File: src/rtl/uart_transmitter.sv
// uart_transmitter: FIFO-buffered serial transmitter.
// Frame: start(0), 8 data bits LSB first, parity slot, stop(1), each CLKS_PER_BIT clocks.
// Optional feature macro UART_TX_PARITY_EN: parity slot carries even parity of the byte;
// when undefined the parity slot is a constant 0.
module uart_transmitter #(
  parameter int CLKS_PER_BIT = 864,
  parameter int FIFO_DEPTH   = 16,
  parameter int FIFO_AW      = 4
) (
  input  logic       clk,
  input  logic       reset,
  input  logic [7:0] data_in,
  input  logic       data_valid,
  output logic       ready,
  output logic       Tx_D,
  output logic       busy,
  output logic       overflow
);
  localparam int CW = (CLKS_PER_BIT > 1) ? $clog2(CLKS_PER_BIT) : 1;

  typedef enum logic [2:0] {IDLE, START, DATA, PARITY, STOP} state_t;

  logic [7:0]         mem [FIFO_DEPTH];
  logic [FIFO_AW-1:0] wptr, rptr;
  logic [FIFO_AW:0]   count, count_n;
  logic               full, empty, wr, pop;
  logic [7:0]         head;
  logic               head_par;

  state_t             state, state_n;
  logic [CW-1:0]      cnt, cnt_n;
  logic [2:0]         idx, idx_n;
  logic [7:0]         shift, shift_n;
  logic               par, par_n;
  logic               tx_n;
  logic               cnt_end;

  assign full    = (count == (FIFO_AW+1)'(FIFO_DEPTH));
  assign empty   = (count == '0);
  assign wr      = data_valid && !full;
  assign head    = mem[rptr];
  assign cnt_end = (cnt == CW'(CLKS_PER_BIT - 1));
  assign busy    = (state != IDLE);

`ifdef UART_TX_PARITY_EN
  assign head_par = ^head;
`else
  assign head_par = 1'b0;
`endif

  // FIFO storage: no reset needed, validity is tracked by count
  always_ff @(posedge clk) begin
    if (wr) mem[wptr] <= data_in;
  end

  // next occupancy, used for count and the registered ready flag
  always_comb begin
    count_n = count;
    case ({wr, pop})
      2'b10:   count_n = count + 1'b1;
      2'b01:   count_n = count - 1'b1;
      default: count_n = count;
    endcase
  end

  // FIFO pointers, occupancy, ready and sticky overflow
  always_ff @(posedge clk or negedge reset) begin
    if (!reset) begin
      wptr     <= '0;
      rptr     <= '0;
      count    <= '0;
      ready    <= 1'b1;
      overflow <= 1'b0;
    end else begin
      if (wr)  wptr <= wptr + 1'b1;
      if (pop) rptr <= rptr + 1'b1;
      count <= count_n;
      ready <= (count_n != (FIFO_AW+1)'(FIFO_DEPTH));
      if (data_valid && full) overflow <= 1'b1;
    end
  end

  // FSM state and datapath registers
  always_ff @(posedge clk or negedge reset) begin
    if (!reset) begin
      state <= IDLE;
      cnt   <= '0;
      idx   <= '0;
      shift <= '0;
      par   <= 1'b0;
      Tx_D  <= 1'b1;
    end else begin
      state <= state_n;
      cnt   <= cnt_n;
      idx   <= idx_n;
      shift <= shift_n;
      par   <= par_n;
      Tx_D  <= tx_n;
    end
  end

  // next-state and line value; a pop loads the head byte and its parity together
  always_comb begin
    state_n = state;
    cnt_n   = cnt;
    idx_n   = idx;
    shift_n = shift;
    par_n   = par;
    tx_n    = Tx_D;
    pop     = 1'b0;
    case (state)
      IDLE: begin
        tx_n  = 1'b1;
        cnt_n = '0;
        if (!empty) begin
          pop     = 1'b1;
          shift_n = head;
          par_n   = head_par;
          tx_n    = 1'b0;
          state_n = START;
        end
      end
      START: begin
        cnt_n = cnt + 1'b1;
        if (cnt_end) begin
          cnt_n   = '0;
          idx_n   = '0;
          tx_n    = shift[0];
          state_n = DATA;
        end
      end
      DATA: begin
        cnt_n = cnt + 1'b1;
        if (cnt_end) begin
          cnt_n = '0;
          if (idx == 3'd7) begin
            tx_n    = par;
            state_n = PARITY;
          end else begin
            shift_n = shift >> 1;
            idx_n   = idx + 1'b1;
            tx_n    = shift[1];
          end
        end
      end
      PARITY: begin
        cnt_n = cnt + 1'b1;
        if (cnt_end) begin
          cnt_n   = '0;
          tx_n    = 1'b1;
          state_n = STOP;
        end
      end
      STOP: begin
        cnt_n = cnt + 1'b1;
        if (cnt_end) begin
          cnt_n = '0;
          if (!empty) begin
            // back-to-back frame: no idle gap
            pop     = 1'b1;
            shift_n = head;
            par_n   = head_par;
            tx_n    = 1'b0;
            state_n = START;
          end else begin
            tx_n    = 1'b1;
            state_n = IDLE;
          end
        end
      end
      default: begin
        state_n = IDLE;
        tx_n    = 1'b1;
      end
    endcase
  end
endmodule
File: config.mk
export PLATFORM = sky130hd
export DESIGN_NAME = uart_transmitter
export DESIGN_NICKNAME = d
export VERILOG_FILES = /design/src/rtl/uart_transmitter.sv
export SDC_FILE = /design/constraint.sdc
export NUM_CORES = 1
export LEC_CHECK = 0
export CAP_MARGIN = 15
export CORE_MARGIN = 3
export CORE_UTILIZATION = 45
export DETAILED_ROUTE_END_ITERATION = 16
export HOLD_SLACK_MARGIN = 0.08
export MAX_ROUTING_LAYER = met4
export PLACE_DENSITY_LB_ADDON = 0.12
export SYNTH_ARGS = -nofsm -noshare
export SYNTH_HDL_FRONTEND = slang
export SYNTH_SLANG_ARGS = --single-unit
File: constraint.sdc
create_clock -name clk -period 9.6 [get_ports clk]
set_clock_uncertainty 0.05 [all_clocks]
set_input_delay 1.92 -clock clk [delete_from_list [all_inputs] [get_ports clk]]
set_output_delay 1.92 -clock clk [all_outputs]
set_load 0.02 [all_outputs]
==> flow_summary.yaml, run 1 <==
outcome:
  status: "finished clean"
detailed_routing:
  ant_nets: 0
  drt-initial-drc-count: 283
  vias: 3787
  viasPerCell: 5.44
  wl_per_cell_um: 19.4
  drcViolationCount: 0
  routed_wirelength_um: 13500
  drt-pass1-iter-count: 4
clock_network:
  htreeDepth: 4
  clk_pin_slew_ns: 0.07
  post-cts-setup-buffer-count: 0
  clk_path_buf_depth: 2
  ctsResizeCount: 0
  insertion_delay_ns: 0.43
  cts.sinks: 169
  cts-buffers-inserted: 17
  cts_tree: "built"
  cts_hold_buffers: 0
  cts-root-buf: "clkbuf_16"
critical_path:
  critPathRequiredTime_ns: 9.89
  worstSetupEndpointType: "register"
  critical_path_arrival_ns: 4.76
  critPathKind: "input pin to register"
  r2r_cells: 11
  path_max_fanout: 9
  worstSetupStartpointType: "input pin"
logic_synthesis:
  synth_fp_nets: 479
  synth_cells: 455
  synth_xor_area_frac: 0.0171
  avgSynthCellArea_um2: 15.8
  synth.largest_area_cell: "edfxtp_1"
  ys_ff_latch: 169
  syn-cell-area_um2: 7190
  synth-compound-area-share: 0.0560
  synthAdderAreaFrac: 0.0237
  synth-edff-count: 128
  synth_top_area_frac: 0.535
  synth_top_family_by_area: "multiplexers"
  synthArstFlopShare: 0.243
  synthFlopType: "edfxtp_1"
  ys_types: 51
  synthTopCellsByArea: "edfxtp_1 53%, dfrtp_1 14%, mux4_1 5.5%, mux2i_1 4.2%, mux2_2 2.8%"
  muxShareOfSynthArea: 0.137
  synth-seq-area-share: 0.678
  synthSimpleGateAreaFrac: 0.0677
  yosys_warnings: 0
timing:
  finalWorstSetupSlack_ns: 5.13
  rsz0062_at_grt: "false"
  finalCritPeriodShare: 0.466
  setup_viol: 0
  hold_ws_ns: 0.421
  slew_headroom: 0.292
  fin_crit_ns: 4.47
  timing_hold_violations_final: 0
  finalSetupTns_ns: 0
  final_max_slew_viol_count: 0
  timing.fmax_mhz: 224
  worst_pin_slew_ns: 1.05
power_and_ir_drop:
  switching_share: 0.323
  finalPower_mw: 2.27
  combPwrFrac: 0.274
  leakage_nw: 2.96
  power_frac_clock: 0.290
  ir_drop_mv: 0.139
  powerDensity_nw_per_um2: 281
  p_int_mw: 1.54
  p_switching_uw: 734
  seqPwrFrac: 0.436
placement:
  place_inst: 662
  place.gp.congestion: 0.765
  placed_area_um2: 7510
  pre_cts_ws_ns: 4.68
  dp_hpwl_um: 8670
  port_buffers: 14
die:
  fp.dieW_um: 132
  die_y_um: 132
  initial_core_util: 0.466
  fp.coreArea_um2: 15400
  die_area_um2: 17500
  num_io_pins: 15
  rows: 45
global_route:
  grt_pass1_vias: 3854
  grt_max_degree: 49
  antenna_found_initial: 0
  grt_util_all_layers: 0.169
  grt_pass1_wl_um: 21700
  grt-ovfl-total: 0
finish:
  layout_commonest_cell: "edfxtp_1"
  syn_to_final_growth_pct: 12.7
  n_antenna_cell: 0
  drive_gt1_frac: 0.138
  postLayoutCellArea_um2: 8100
  final_cells: 696
  final_cell_mix: "128 x edfxtp_1, 38 x dfrtp_1, 30 x mux2i_1"
  final_util: 0.525
  fin_nets: 496
hold_path:
  whs_path_depth: 1
  hold_path.class: "register to register"
job:
  max-cap-violations: 0
## kinds of logic after synthesis
logic type,Yosys count
mux,67
xor+xnor,14
flops,169
fa+ha+maj,13
buf+inv,32
simple gates,100
compound gates,60
## layer usage
metal / share of wire / track usage / routed length [um]
met5: 0 / - / 0
met4: 0.013 / 0.0589 / 176
met3: 0.033 / 0.0340 / 441
met2: 0.49 / 0.256 / 6580
met1: 0.47 / 0.230 / 6300
## final cells by class
type	count	area, um^2
flip-flops and latches	169	4870
clock buffers	17	425
repair buffers	19	170
fillers	1297	7330
well taps	211	264
inverters	11	41.3
multi-input cells	254	2170
clock inverters	15	158
## worst max-delay path, stage by stage
cell             delay [ns]
clkdlybuf4s50_1        0.48
a21boi_1               0.65
inv_1                  0.10
ha_1                   0.31
fa_1                   0.42
a21o_1                 0.18
a21oi_1                0.19
mux2i_1                0.24
xnor2_1                0.15
nand4bb_1              0.12
## synth_stat cells (2+ instances only)
cell type    n
a21o_1       2
a21oi_1      8
a22o_1       2
a22oi_1     19
a31o_2       2
a31oi_1      3
and3_1       2
and4_1       3
buf_1        5
buf_2        6
clkbuf_1     8
dfrtp_1     39
dfstp_2      2
edfxtp_1   128
ha_1        12
inv_1       10
mux2_2      18
mux2i_1     30
mux4_1      15
mux4_2       4
nand2_1     29
nand2b_1     3
nand3_1     18
nand4_1      3
nor2_1      23
nor2b_1      5
nor3_1       7
o21ai_0     11
o22ai_1      4
xnor2_1      8
xor2_1       6
## worst paths after layout
check                                      from              endpoint  slack (ns)
max in group asynchronous                 reset   rptr[1]$_DFFE_PN0P_        7.27
max                                  data_valid       ready$_DFF_PN1_        5.13
min reg2reg                overflow$_DFFE_PN0P_  overflow$_DFFE_PN0P_        0.42
max reg2reg                  cnt[0]$_DFFE_PN0P_       ready$_DFF_PN1_        6.28
min                        overflow$_DFFE_PN0P_  overflow$_DFFE_PN0P_        0.42
min in group asynchronous                 reset   rptr[0]$_DFFE_PN0P_        1.58
## power groups by stage
stage	clock network [mW]	registers [mW]	logic [mW]
2_1_floorplan	0	0.975	0.485
3_3_place_gp	0	1.00	0.618
3_5_place_dp	0	1.01	0.630
4_1_cts	0.675	0.993	0.631
5_1_grt	0.705	1.01	0.689
6_report	0.660	0.991	0.622
## flip-flops by register name, summed over array words and instances (netlist names)
register	count
ready	1
wptr	4
overflow	1
mem	128
par	1
idx	3
shift	8
rptr	4
cnt	10
state	3
count	5
Tx_D	1
Note: power is estimated with default switching activity, not from simulation.
==> inputs of run 2 (changes only) <==
clock period = 4 ns   (was 9.6 ns; I/O delays follow)
==> flow_summary.yaml, run 2 (same netlist as run 1, synthesis figures left out) <==
outcome:
  status: "finished clean"
power_and_ir_drop:
  leakage_nw: 2.97
  p_int_mw: 3.74
  power_frac_clock: 0.289
  p_switching_mw: 1.72
  powerDensity_nw_per_um2: 673
  seqPwrFrac: 0.459
  switching_share: 0.315
  combPwrFrac: 0.252
  ir_drop_mv: 0.374
  finalPower_mw: 5.46
critical_path:
  path_cells: "ha_1 > and4_1 > and4_1 > o211a_1 > ha_1 > ha_1 > a21o_1 > a21oi_1 > mux2i_1 > xnor2_1 > nand4bb_1"
  rrSetupSlack_ns: 0.73
  cp_top_family: "adder cells"
  worstSetupEndpointType: "register"
  worstSetupStartpointType: "register"
  crit_top_cell: "ha_1"
  path_max_fanout: 7
  critPathKind: "register to register"
  slowest_stage: "dfrtp_1"
  critical_path_arrival_ns: 3.56
  slowest_delay_ns: 0.39
  critPathRequiredTime_ns: 4.29
  worst-path-buf-inv: 0
clock_network:
  post-cts-setup-buffer-count: 0
  insertion_delay_ns: 0.43
  cts_hold_buffers: 0
  clk_pin_slew_ns: 0.07
  cts-root-buf: "clkbuf_16"
  htreeDepth: 4
  cts.sinks: 169
  cts-buffers-inserted: 17
  ctsResizeCount: 0
  clk_path_buf_depth: 2
  cts_tree: "built"
placement:
  port_buffers: 14
  place.gp.congestion: 0.765
  dp_hpwl_um: 8600
global_route:
  antenna_found_initial: 0
  grt_util_met3: 0.0405
  grt_max_degree: 42
  grt_util_all_layers: 0.169
  busiest_layer: "met2"
  grt-ovfl-total: 0
  grt_use_met1: 0.225
  grt_pass1_wl_um: 21600
  met2_usage: 0.258
  grt_pass1_vias: 3867
finish:
  syn_to_final_growth_pct: 12.8
  multi_input_area_um2: 2170
  largest_reg_flops: 128
  top_register: "mem"
  n_fill_cell: 1290
  final_cell_mix: "128 x edfxtp_1, 38 x dfrtp_1, 30 x mux2i_1"
  drive_gt1_frac: 0.141
  layout_commonest_cell: "edfxtp_1"
  fin_nets: 499
  largestRegisters: "mem x128, cnt x10, shift x8"
  n_antenna_cell: 0
  ff_latch_area_um2: 4870
detailed_routing:
  vias: 3795
  drt-initial-drc-count: 272
  wl_per_cell_um: 19.5
  drcViolationCount: 0
  drt-pass1-iter-count: 4
  routed_wirelength_um: 13600
  ant_nets: 0
  viasPerCell: 5.43
timing:
  timing_hold_violations_final: 0
  finalSetupTns_ns: 0
  setup_viol: 0
  worst_pin_slew_ns: 1.13
  fin_crit_ns: 3.27
  final_max_slew_viol_count: 0
  timing.fmax_mhz: 306
  rsz0062_at_grt: "false"
  slew_headroom: 0.249
  finalCritPeriodShare: 0.818
die:
  initial_core_util: 0.466
  rows: 45
  die_area_um2: 17500
  die_y_um: 132
  num_io_pins: 15
  fp.coreArea_um2: 15400
  fp.dieW_um: 132
job:
  max-cap-violations: 0
hold_path:
  hold_path.class: "register to register"
## run 2: routing by layer
layer  part of all wire  vias up
met5                  0        -
met4              0.013        0
met3              0.035       11
met2               0.48       56
met1               0.47     1921
li1                   -     1807
## run 2: layout make-up
type | instances | share of cell area
Sequential cell | 169 | 0.601
Clock inverter | 15 | 0.0176
Tap cell | 211 | 0.0325
Clock buffer | 17 | 0.0524
Multi-Input combinational cell | 254 | 0.267
Timing Repair Buffer | 22 | 0.0241
Inverter | 11 | 0.00509
## run 2: path summary, 6_finish.rpt
| kind | startpoint | cells past startpoint | to |
|---|---|---|---|
| max | cnt[0]$_DFFE_PN0P_ | 11 | ready$_DFF_PN1_ |
| min | overflow$_DFFE_PN0P_ | 1 | overflow$_DFFE_PN0P_ |
| max reg2reg | cnt[0]$_DFFE_PN0P_ | 11 | ready$_DFF_PN1_ |
| min reg2reg | overflow$_DFFE_PN0P_ | 1 | overflow$_DFFE_PN0P_ |
| max in group asynchronous | reset | 1 | rptr[1]$_DFFE_PN0P_ |
| min in group asynchronous | reset | 1 | state[1]$_DFFE_PN0P_ |
## run 2: metrics by stage
step / setup slack, ns / hold WS (ns) / cells / area [um^2] / utilization
4_1_cts: 0.721 / 0.422 / 699 / 8110 / 0.526
2_1_floorplan: 0.882 / 0.402 / 455 / 7190 / -
3_5_place_dp: 0.717 / 0.406 / 667 / 7540 / 0.489
5_1_grt: 0.472 / 0.458 / 699 / 8110 / 0.526
3_3_place_gp: 0.778 / 0.399 / 667 / 7540 / 0.489
6_report: 0.729 / 0.416 / 699 / 8110 / 0.526
## run 2: power by group through the flow
stage | clock, mW | sequential, mW | combinational [mW]
2_1_floorplan | 0 | 2.34 | 1.16
3_5_place_dp | 0 | 2.55 | 1.39
5_1_grt | 1.69 | 2.56 | 1.52
4_1_cts | 1.61 | 2.51 | 1.40
3_3_place_gp | 0 | 2.53 | 1.37
6_report | 1.58 | 2.50 | 1.38
